[src/rtl/result_stream_buffer.sv]
// result_stream_buffer: elastic buffer between a free-running filter result
// stream (valid only, no backpressure) and a ready/valid consumer. Drops a
// programmable number of warm-up words after reset, buffers stalls in a FIFO,
// and counts words lost when the FIFO is full instead of stalling the source.
module result_stream_buffer #(
    parameter int OUT_W      = 14,
    parameter int FIFO_DEPTH = 16,
    parameter int SKIP       = 0
) (
    input  logic                            clk,
    input  logic                            rst,
    input  logic [OUT_W-1:0]                in_data,
    input  logic                            in_valid,
    output logic [OUT_W-1:0]                out_data,
    output logic                            out_valid,
    input  logic                            out_ready,
    output logic [$clog2(FIFO_DEPTH):0]     level,
    output logic                            overflow,
    output logic [15:0]                     drop_count
);

    localparam int AW = $clog2(FIFO_DEPTH);
    localparam int LW = AW + 1;
    localparam logic [LW-1:0] FULL_LVL  = LW'(FIFO_DEPTH);
    localparam logic [15:0]   SKIP_INIT = 16'(SKIP);
    localparam logic [15:0]   DROP_MAX  = 16'hFFFF;

    // Storage is data only; it is never reset, the pointers define validity.
    logic [OUT_W-1:0] mem [FIFO_DEPTH];

    logic [AW-1:0] wr_ptr_q, wr_ptr_d;
    logic [AW-1:0] rd_ptr_q, rd_ptr_d;
    logic [LW-1:0] level_q, level_d;
    logic [15:0]   skip_q, skip_d;
    logic          overflow_q, overflow_d;
    logic [15:0]   drop_q, drop_d;

    logic run_phase;
    logic full;
    logic push;
    logic pop;
    logic drop;

    // Next-state logic: skip / push / drop / pop decisions and counter updates.
    always_comb begin
        run_phase  = (skip_q == 16'd0);
        full       = (level_q == FULL_LVL);
        pop        = (level_q != '0) && out_ready;
        // A pop in the same cycle frees the slot, so a full FIFO still accepts.
        push       = run_phase && in_valid && (!full || pop);
        drop       = run_phase && in_valid && full && !pop;

        skip_d     = skip_q;
        wr_ptr_d   = wr_ptr_q;
        rd_ptr_d   = rd_ptr_q;
        level_d    = level_q;
        overflow_d = overflow_q;
        drop_d     = drop_q;

        // Warm-up words are discarded silently and are not counted as drops.
        if (in_valid && !run_phase) begin
            skip_d = skip_q - 16'd1;
        end
        if (push) begin
            wr_ptr_d = wr_ptr_q + AW'(1);
        end
        if (pop) begin
            rd_ptr_d = rd_ptr_q + AW'(1);
        end
        level_d = level_q + LW'(push) - LW'(pop);
        if (drop) begin
            overflow_d = 1'b1;
            if (drop_q != DROP_MAX) begin
                drop_d = drop_q + 16'd1;
            end
        end
    end

    // Control state registers; reset restores an empty FIFO and reloads skip.
    always_ff @(posedge clk) begin
        if (rst) begin
            wr_ptr_q   <= '0;
            rd_ptr_q   <= '0;
            level_q    <= '0;
            skip_q     <= SKIP_INIT;
            overflow_q <= 1'b0;
            drop_q     <= '0;
        end else begin
            wr_ptr_q   <= wr_ptr_d;
            rd_ptr_q   <= rd_ptr_d;
            level_q    <= level_d;
            skip_q     <= skip_d;
            overflow_q <= overflow_d;
            drop_q     <= drop_d;
        end
    end

    // Storage write; suppressed during reset so the reset cycle ignores inputs.
    always_ff @(posedge clk) begin
        if (push && !rst) begin
            mem[wr_ptr_q] <= in_data;
        end
    end

    // Output view: head word when non-empty, zeros otherwise (no bypass path).
    always_comb begin
        out_valid  = (level_q != '0);
        out_data   = '0;
        if (out_valid) begin
            out_data = mem[rd_ptr_q];
        end
        level      = level_q;
        overflow   = overflow_q;
        drop_count = drop_q;
    end

endmodule

[config.mk]
export PLATFORM = sky130hd
export DESIGN_NAME = result_stream_buffer
export DESIGN_NICKNAME = d
export VERILOG_FILES = /design/src/rtl/result_stream_buffer.sv
export SDC_FILE = /design/constraint.sdc
export NUM_CORES = 1
export LEC_CHECK = 0
export CAP_MARGIN = 20
export CORE_AREA = 5 5 137 139
export DETAILED_ROUTE_END_ITERATION = 8
export DIE_AREA = 0 0 142 144
export PLACE_DENSITY = 0.83
export SYNTH_ARGS = -nofsm -noshare
export SYNTH_HDL_FRONTEND = slang
export SYNTH_SLANG_ARGS = --single-unit
[constraint.sdc]
create_clock -name clk -period 10.7 [get_ports clk]
set_clock_uncertainty 0.05 [all_clocks]
set_input_delay 2.14 -clock clk [delete_from_list [all_inputs] [get_ports clk]]
set_output_delay 2.14 -clock clk [all_outputs]
set_load 0.02 [all_outputs]
# --- After elaboration in Yosys (flattened, before gate mapping) ---
# Memory sizes are Yosys's and may differ from the RTL's. A register that Yosys moved wholly into a read port is not among the register bits.
# Cells that the tools add are included.
classes:
  bitwise_logic: 0
  muxes: 5
  reduce_logical: 15
  magnitude_cmp: 0
  eq_ne: 2
  n_mul: 0
  shift: 0
  n_div: 0
  addsub: 6
op_table:
  columns: ["cell", "n"]
  rows:
  - ["adder 16 x 1 -> 16 bit (second input constant)", 1]
  - ["logical NOT 16 bit", 1]
  - ["inequality test 16 bit (second input constant)", 1]
  - ["subtractor 16 x 1 -> 16 bit (second input constant)", 1]
  - ["two-way mux 14 bit", 1]
  - ["adder 4 x 1 -> 4 bit (second input constant)", 2]
  - ["two-way mux 4 bit", 2]
  - ["logical AND 1 bit", 7]
  - ["adder 5 x 1 -> 5 bit", 1]
  - ["== test 5 bit (second input constant)", 1]
  - ["nonzero test 5 bit", 1]
  - ["subtractor 5 x 1 -> 5 bit", 1]
  - ["logical NOT 1 bit", 4]
  - ["two-way mux 1 bit", 2]
  - ["AND reduction 2 bit", 1]
  - ["logical OR 1 bit", 1]
word_totals:
  latch_bits: 0
  output_inout_bits: 37
  mem_bits_ro: 0
  word_cells: 35
  memories: 1
  mem_bits_rw: 224
  ff_bits: 46
memory_table:
  columns: ["memory", "depth", "width", "read_ports", "rd_ports_with_merged_regs", "write_ports", "line_no", "source"]
  rows:
  - ["mem", 16, 14, 1, 1, 1, "29", "logic [OUT_W-1:0] mem [FIFO_DEPTH];"]

# --- Longest topological paths before layout ---
# Gate-level depths: netlist of run 1.
depth:
  depth_word: 7
  depth_mapped: 17
  depth_no_buf: 16

# --- Worst setup path after synthesis of run 1 ---
# Ideal clock, no wire load.
synth_timing:
  kind: "register -> output"
  start: "register (tool-made name)"
  end: "output port out_data[0]"
  required_ns: 8.510
  path_buffers: 2
  arrival_time_ns: 2.168
  path_stages_with_launch: 6
  slack_ns: 6.342
  path_cell_list: "dfxtp_1 > clkbuf_1 > buf_1 > mux4_2 > mux2i_1 > o22ai_1"
synth_lines:
  columns: ["item", "line_no", "source"]
  rows:
  - ["to (decl)", "14", "output logic [OUT_W-1:0] out_data,"]

# --- Worst setup path in the final report of run 1 ---
layout_timing:
  start: "register level_q[2] (netlist: level[2])"
  end: "output port out_data[0]"
layout_between:
  elab_chain_len: 2
layout_lines:
  columns: ["item", "line_no", "source"]
  rows:
  - ["from (decl)", "33", "logic [LW-1:0] level_q, level_d;"]
  - ["from (signal assigned)", "91", "level_q <= level_d;"]
  - ["nonzero test 5 bit", "107", "out_valid = (level_q != '0);"]
  - ["two-way mux 14 bit", "109", "if (out_valid) begin"]
# No other way between the ends.

==> results of run 1 <==
Yosys cell counts (all sizes together), types with 3 or more instances:
| cell type | instances |
|---|---|
| nor2b | 3 |
| or4 | 8 |
| dfxtp | 50 |
| o31ai | 3 |
| inv | 14 |
| nor3 | 6 |
| o21ai | 16 |
| edfxtp | 224 |
| nand2 | 18 |
| xor2 | 9 |
| xnor2 | 12 |
| and3 | 6 |
| o22ai | 14 |
| or2 | 3 |
| mux4 | 56 |
| nand4 | 5 |
| nand3 | 8 |
| nor4 | 6 |
| a21oi | 23 |
| and2 | 3 |
| clkbuf | 15 |
| nor2 | 43 |
| ha | 14 |
| buf | 12 |
| and4 | 3 |
| mux2i | 31 |
| or3 | 15 |
through the flow:
stage | setup slack [ns] | total power, uW
floorplan | 6.34 | 1800
global placement | 5.61 | 2010
detailed placement | 5.48 | 2050
CTS | 5.06 | 2990
global route | 5.13 | 3130
finish | 5.28 | 2980
flip-flops by register name, summed over array words and instances (netlist names), named ones only:
register	flops
mem	224
wr_ptr_q	4
level	5
drop_count	16
skip_q	16
rd_ptr_q	4
overflow	1
power breakdown:
part	switching, uW	total [uW]	internal [uW]
clock	375	941	566
sequential	41.9	1240	1200
combinational	427	792	365
worst reg2reg max path: stages, from the launching register on:
cell	delay (ns)
sky130_fd_sc_hd__dfxtp_1	0.35
sky130_fd_sc_hd__or4_1	0.69
sky130_fd_sc_hd__nor4_4	0.68
sky130_fd_sc_hd__and2_1	0.43
sky130_fd_sc_hd__inv_1	0.08
sky130_fd_sc_hd__ha_1	0.28
sky130_fd_sc_hd__inv_1	0.04
sky130_fd_sc_hd__ha_1	0.18
sky130_fd_sc_hd__inv_1	0.08
sky130_fd_sc_hd__fa_1	0.22
sky130_fd_sc_hd__inv_1	0.05
sky130_fd_sc_hd__a21oi_1	0.11
sky130_fd_sc_hd__nor2_1	0.07
sky130_fd_sc_hd__or3_1	0.34
sky130_fd_sc_hd__a21oi_1	0.14
cell families after synthesis:
logic type | synth area share
AOI/OAI and AO/OA | 0.0359
xor gates and xnor gates | 0.0168
adders and majority gates | 0.0178
buffers and inverters | 0.0144
DFF | 0.706
muxes | 0.144
and+or+nand+nor | 0.0650
cell usage in the layout (no fill, tap or decap), drive strengths merged, types with 16 or more instances in the layout:
cell,instances
nand2,18
mux4,56
edfxtp,224
clkdlybuf4s50,54
dfxtp,50
a21oi,23
o21ai,16
nor2,43
inv,16
clkbuf,38
buf,16
mux2i,31
final timing paths:
kind | slack [ns] | startpoint | to
setup / recovery | 5.28 | level[2] | out_data[0]
hold / removal | 0.44 | overflow | overflow
setup reg to reg | 6.82 | skip_q[10] | level[4]
hold reg to reg | 0.44 | overflow | overflow
routing by layer:
metal | vias up | global-route usage | part of all wire
met1 | 3015 | 0.299 | 0.38
li1 | 2669 | - | -
met5 | - | 0 | 0
met4 | 0 | 0.0737 | 0.025
met2 | 238 | 0.400 | 0.52
met3 | 42 | 0.0420 | 0.073
cell type report:
| type | instances | area [um^2] |
|---|---|---|
| Fill cell | 1069 | 4810 |
| Tap cell | 229 | 287 |
| Timing Repair Buffer | 70 | 681 |
| Clock buffer | 38 | 790 |
| Inverter | 14 | 52.6 |
| Clock inverter | 12 | 124 |
| Sequential cell | 274 | 7730 |
| Multi-Input combinational cell | 321 | 3050 |
==> PnR_summary.wiki, run 1 <==
{| class="wikitable"
! Metric !! Value
|-
| Setup repair after global routing missed its margin || false
|-
| Core Region || 17500 um^2
|-
| Async set-or-reset flop fraction in the synthesized netlist || 0
|-
| Run status || completed
|-
| Number of global-route vias before repair || 6313
|-
| Most frequently used flop master after synthesis || sky130_fd_sc_hd__edfxtp_1
|-
| H-tree Lvls || 1
|-
| Clock Sinks || 274
|-
| Post-synthesis cell count || 636
|-
| Max transition margin || 0.316
|-
| Cell taking the most area after synthesis || sky130_fd_sc_hd__edfxtp_1
|-
| List of cells traversed by the critical path || inv_1, ha_1, or4b_2, nand2b_1, o22ai_1, clkdlybuf4s50_1
|-
| PwrDens || 234 nW/um^2
|-
| Initial antenna violation count || 0
|-
| Crit path time final || 5.42 ns
|-
| Post-DR wirelength/cell || 23.7 um
|-
| Crit path arrival time || 3.23 ns
|-
| Count of hold-fix buffers inserted at cts || 0
|-
| Crit. End Element || output port
|-
| Root Driver || sky130_fd_sc_hd__clkbuf_16
|-
| Global placement routability congestion || 0.794
|-
| Maximum number of pins on one net before global-route repair || 57
|-
| Final standard cell area without fillers || 12700 um^2
|-
| Count of flip-flops with a built-in enable after synthesis || 224
|-
| Fraction of post-synthesis cell area in the top cell type by area || 0.615
|-
| Input/output buffers || 54
|-
| Drt initial violations || 458
|-
| Global-route wire length before repair || 35600 um
|-
| Count of antenna diodes in the layout || 0
|-
| Share of cells above drive strength 1 || 0.174
|-
| Skew-Pair Late Insertion Delay || 0.53 ns
|-
| TritonCTS clock tree || yes
|-
| DIE WIDTH || 142 um
|-
| Longest Clk Path Bufs || 3
|-
| Post-synthesis sequential area ratio || 0.706
|-
| Total wirelength of the detailed-routed design || 22700 um
|-
| Top delay family on crit path || simple AND/OR/NAND/NOR gates
|-
| Clock slew at the register clock pins of the worst setup and hold paths || 0.06 ns
|-
| Syn Area/Cell || 17.2 um^2
|-
| Synth area leaders || sky130_fd_sc_hd__edfxtp_1 (61%), sky130_fd_sc_hd__mux4_2 (12%), sky130_fd_sc_hd__dfxtp_1 (9.2%), sky130_fd_sc_hd__mux2i_1 (2.8%), sky130_fd_sc_hd__ha_1 (1.6%)
|-
| Cell area after placement || 11800 um^2
|-
| Floorplan die height || 144 um
|-
| Total overflow reported by the global router || 0
|-
| Post-route insts no fill || 958
|-
| CTS Buf Count || 27
|-
| Area growth from synthesis to final layout || 16.3%
|-
| Final #Nets || 741
|-
| Count of maximum capacitance violations || 0
|-
| DP Wirelength || 13300 um
|-
| 1st-pass router iterations || 5
|-
| Kind of start point of the critical path || flop
|-
| Net count after synthesis || 669
|-
| Length in cells of the worst reg-to-reg path || 14
|-
| Number of vias per cell || 6.23
|-
| Cell leakage power || 0.00404 uW
|-
| Top Ports || 55
|-
| Warning count from the yosys run || 0
|-
| Highest net fanout along the worst path || 14
|-
| Path type of the worst min-delay path || reg -> reg
|-
| Setup violation total in the final timing report || 0
|-
| Slowest stage delay, CP || 0.67 ns
|-
| # rows || 49
|-
| Classification of the worst setup path || reg -> out
|-
| Post-synth cell types || 45
|-
| Post-CTS setup buffer count || 0
|-
| Flops & latches, synth || 274
|-
| Aggregate global-route resource usage || 0.230
|-
| Vias post-DR || 5964
|-
| Cts repair resizes || 0
|-
| Cell depth of the worst setup path || 6
|-
| Share of the core filled with cells in the final layout || 0.725
|-
| Total negative slack || 0 ns
|-
| Worst-Margin Slew || 1.03 ns
|-
| Number of slew-limit violations in the final report || 0
|-
| DR DRC count || 0
|-
| Count of cells along the worst hold path || 2
|-
| Peak ir drop on the vdd network || 0.000200 V
|-
| Worst hold slack || 0.438 ns
|-
| Die ar. || 20400 um^2
|-
| Count of endpoints failing hold in the final timing report || 0
|-
| Cell area after synthesis || 10900 um^2
|-
| Starting utilization of the core area || 0.624
|-
| Post-route clock period utilization || 0.506
|-
| Dpl cells || 907
|-
| CP Buf/Inv Count || 2
|-
| Highest Clock Rate || 185 MHz
|-
| Critical path required time || 8.51 ns
|-
| Crit-path slowest cell || sky130_fd_sc_hd__or4b_2
|-
| Remaining antenna violation count after routing || 0
|}
Power figures use the tool's default switching activity.
==> inputs of run 2 (changes only) <==
--- a/config.mk
+++ b/config.mk
@@ -6,10 +6,10 @@
 export NUM_CORES = 1
 export LEC_CHECK = 0
 export CAP_MARGIN = 20
-export CORE_AREA = 5 5 137 139
+export CORE_AREA = 5 5 142 144
 export DETAILED_ROUTE_END_ITERATION = 8
-export DIE_AREA = 0 0 142 144
-export PLACE_DENSITY = 0.83
+export DIE_AREA = 0 0 147 149
+export PLACE_DENSITY = 0.78
 export SYNTH_ARGS = -nofsm -noshare
 export SYNTH_HDL_FRONTEND = slang
 export SYNTH_SLANG_ARGS = --single-unit
==> constraint.sdc (replaced) <==
create_clock -name clk -period 5.05 [get_ports clk]
set_clock_uncertainty 0.05 [all_clocks]
set_input_delay 1.01 -clock clk [delete_from_list [all_inputs] [get_ports clk]]
set_output_delay 1.01 -clock clk [all_outputs]
set_load 0.02 [all_outputs]
==> PnR_summary.wiki, run 2 (synthesis gave the netlist of run 1 again) <==
{| class="wikitable"
! Metric !! Value
|-
| Kind of start point of the critical path || flop
|-
| Share of cells above drive strength 1 || 0.168 (-0.00663)
|-
| Critical path required time || 3.99 ns (-4.52 ns)
|-
| Worst setup timing slack at the placement stage || 0.999 ns (-4.48 ns)
|-
| Total negative slack || 0 ns (unchanged)
|-
| 1st-pass router iterations || 5 (unchanged)
|-
| Count of antenna diodes in the layout || 0 (unchanged)
|-
| Crit. End Element || output port
|-
| Clock slew at the register clock pins of the worst setup and hold paths || 0.06 ns (about the same)
|-
| Most heavily used metal layer in global routing || met2
|-
| Count of maximum capacitance violations || 0 (unchanged)
|-
| Skew-Pair Late Insertion Delay || 0.54 ns (about the same)
|-
| Met2 Use GR || 0.380 (-0.0205)
|-
| Setup WS post-layout || 0.791 ns (-4.49 ns)
|-
| Setup violation total in the final timing report || 0 (unchanged)
|-
| Initial antenna violation count || 0 (unchanged)
|-
| Longest Clk Path Bufs || 3 (unchanged)
|-
| Post-route clock period utilization || 0.843
|-
| Flip-flop count of the largest register, all copies and words added || 224 (unchanged)
|-
| Remaining antenna violation count after routing || 0 (unchanged)
|-
| Input/output buffers || 54 (unchanged)
|-
| Path type of the worst min-delay path || reg -> reg
|-
| Commonest non-fill, non-tap cells in the layout || sky130_fd_sc_hd__edfxtp_1 (224), sky130_fd_sc_hd__mux4_2 (56), sky130_fd_sc_hd__clkdlybuf4s50_1 (54), sky130_fd_sc_hd__dfxtp_1 (47), sky130_fd_sc_hd__nor2_1 (43)
|-
| Die ar. || 21900 um^2 (+7.1%)
|-
| Share of the core filled with cells in the final layout || 0.683 (-0.0429)
|-
| DP Wirelength || 13600 um (+2.3%)
|-
| Largest register by flop count || mem
|-
| Classification of the worst setup path || reg -> out
|-
| Slowest stage delay, CP || 0.67 ns (about the same)
|-
| Clock Sinks || 274 (unchanged)
|-
| Core Region || 18600 um^2 (+6.0%)
|-
| Total wirelength of the detailed-routed design || 22900 um (+0.50%)
|-
| Drt initial violations || 454 (-0.87%)
|-
| Max transition margin || 0.287 (-0.0294)
|-
| Internal reg-to-reg setup slack || 1.21 ns (-5.61 ns)
|-
| Starting utilization of the core area || 0.589 (-0.0351)
|-
| TritonCTS clock tree || yes
|-
| Highest net fanout along the worst path || 14 (unchanged)
|-
| Peak ir drop on the vdd network || 0.000373 V (+87%)
|-
| Setup repair after global routing missed its margin || false
|-
| Area growth from synthesis to final layout || 15.9%
|-
| Vias post-DR || 6028 (+1.1%)
|-
| Area taken by flip-flops and latches || 7730 um^2 (unchanged)
|-
| Final #Nets || 740 (-0.13%)
|-
| Critical register-to-register path endpoint || level[4]
|-
| Run status || completed
|-
| Number of slew-limit violations in the final report || 0 (unchanged)
|-
| Crit path arrival time || 3.20 ns (-0.03 ns)
|-
| Length in cells of the worst reg-to-reg path || 14 (unchanged)
|-
| Top Ports || 55 (unchanged)
|-
| Met1 usage || 0.278 (-0.0208)
|-
| Number of vias per cell || 6.27 (+0.65%)
|-
| Total overflow reported by the global router || 0 (unchanged)
|-
| Maximum number of pins on one net before global-route repair || 46 (-19%)
|-
| Post-CTS setup buffer count || 0 (unchanged)
|-
| Count of endpoints failing hold in the final timing report || 0 (unchanged)
|-
| PwrDens || 494 nW/um^2 (+110%)
|-
| DIE WIDTH || 147 um (+3.5%)
|-
| Aggregate global-route resource usage || 0.215 (-0.0157)
|-
| Highest Clock Rate || 235 MHz
|-
| Count of hold-fix buffers inserted at cts || 0 (unchanged)
|-
| DR DRC count || 0 (unchanged)
|-
| Setup crit end || out_data[11]
|-
| Startpoint of the lowest-slack register-to-register path || skip_q[10]
|-
| Number of global-route vias before repair || 6283 (-0.48%)
|-
| Count of fill cells added during filler insertion || 1199 (+12%)
|-
| # rows || 50 (+2.0%)
|-
| Met3 track demand over resource || 0.0371 (-0.00493)
|-
| List of cells traversed by the critical path || inv_1, ha_1, or4b_2, nand2b_1, o22ai_1, clkdlybuf4s50_1
|-
| Cts repair resizes || 0 (unchanged)
|-
| Crit-path slowest cell || sky130_fd_sc_hd__or4b_2
|-
| Global-route wire length before repair || 36100 um (+1.5%)
|-
| Root Driver || sky130_fd_sc_hd__clkbuf_16
|-
| Floorplan die height || 149 um (+3.5%)
|-
| Post-DR wirelength/cell || 23.8 um (about the same)
|-
| Most common cell after layout, fill and taps aside || sky130_fd_sc_hd__edfxtp_1
|-
| CTS Buf Count || 27 (unchanged)
|-
| Crit path time final || 4.26 ns
|-
| Beginning of the critical path || level[2]
|-
| Worst-Margin Slew || 1.07 ns (+0.0440 ns)
|-
| Multi-input gate area || 3050 um^2 (unchanged)
|-
| Global placement routability congestion || 0.821 (+3.4%)
|-
| Cell leakage power || 0.00400 uW (-1.0%)
|-
| H-tree Lvls || 1 (unchanged)
|}
-- run 2: cell types whose count changed in the layout (fill, tap and decap cells not counted), sizes merged --
cell      before  now
buf           16   15
clkbuf        38   37
clkinv         8    7
clkinvlp       0    3
inv           16   15
-- run 2: area by class of cell --
class | instances | share of cell area
clock inverters | 13 | 0.00927
clock buffers | 37 | 0.0595
inverters | 14 | 0.00414
repair buffers | 69 | 0.0535
well taps | 234 | 0.0231
flip-flops and latches | 274 | 0.610
multi-input cells | 321 | 0.241
-- run 2: per-stage QoR --
step	instances	area, um^2	hold slack (ns)	total power [uW]
floorplan	636	10900	0.395	3820
global placement	912	11800	0.407	4290
detailed placement	912	11800	0.419	4340
CTS	962	12700	0.441	6300
global route	962	12700	0.472	6540
finish	962	12700	0.434	6260
-- run 2: critical path: cells and delay by family (launching register included) --
kind                     cells  cell delay, ns
AO/OA/AOI/OAI                1            0.27
adder cells (fa/ha/maj)      1            0.16
buffers and inverters        2            0.69
flip-flops                   1            0.33
AND/OR/NAND/NOR              2            1.20
-- run 2: worst min-delay path by stage --
stage | to | startpoint | slack, ns | cells after the start
2_1_floorplan | skip_q[5] | skip_q[5] | 0.40 | 2
4_1_cts | skip_q[5] | skip_q[5] | 0.44 | 2
3_5_place_dp | overflow | overflow | 0.42 | 2
3_3_place_gp | skip_q[5] | skip_q[5] | 0.41 | 2
6_report | skip_q[5] | skip_q[5] | 0.43 | 2
5_1_grt | skip_q[5] | skip_q[5] | 0.47 | 2
-- run 2: power breakdown --
group	switching [uW]	total, uW	leakage [uW]	internal [uW]
clock	813	1960	0.000421	1150
combinational	830	1600	0.00116	766
sequential	161	2710	0.00242	2550
total	1800	6260	0.00400	4460
-- run 2: metal layers --
metal	part of all wire	vias up
li1	-	2668
met1	0.40	3150
met2	0.53	181
met3	0.061	29
met4	0.018	0
met5	0	-
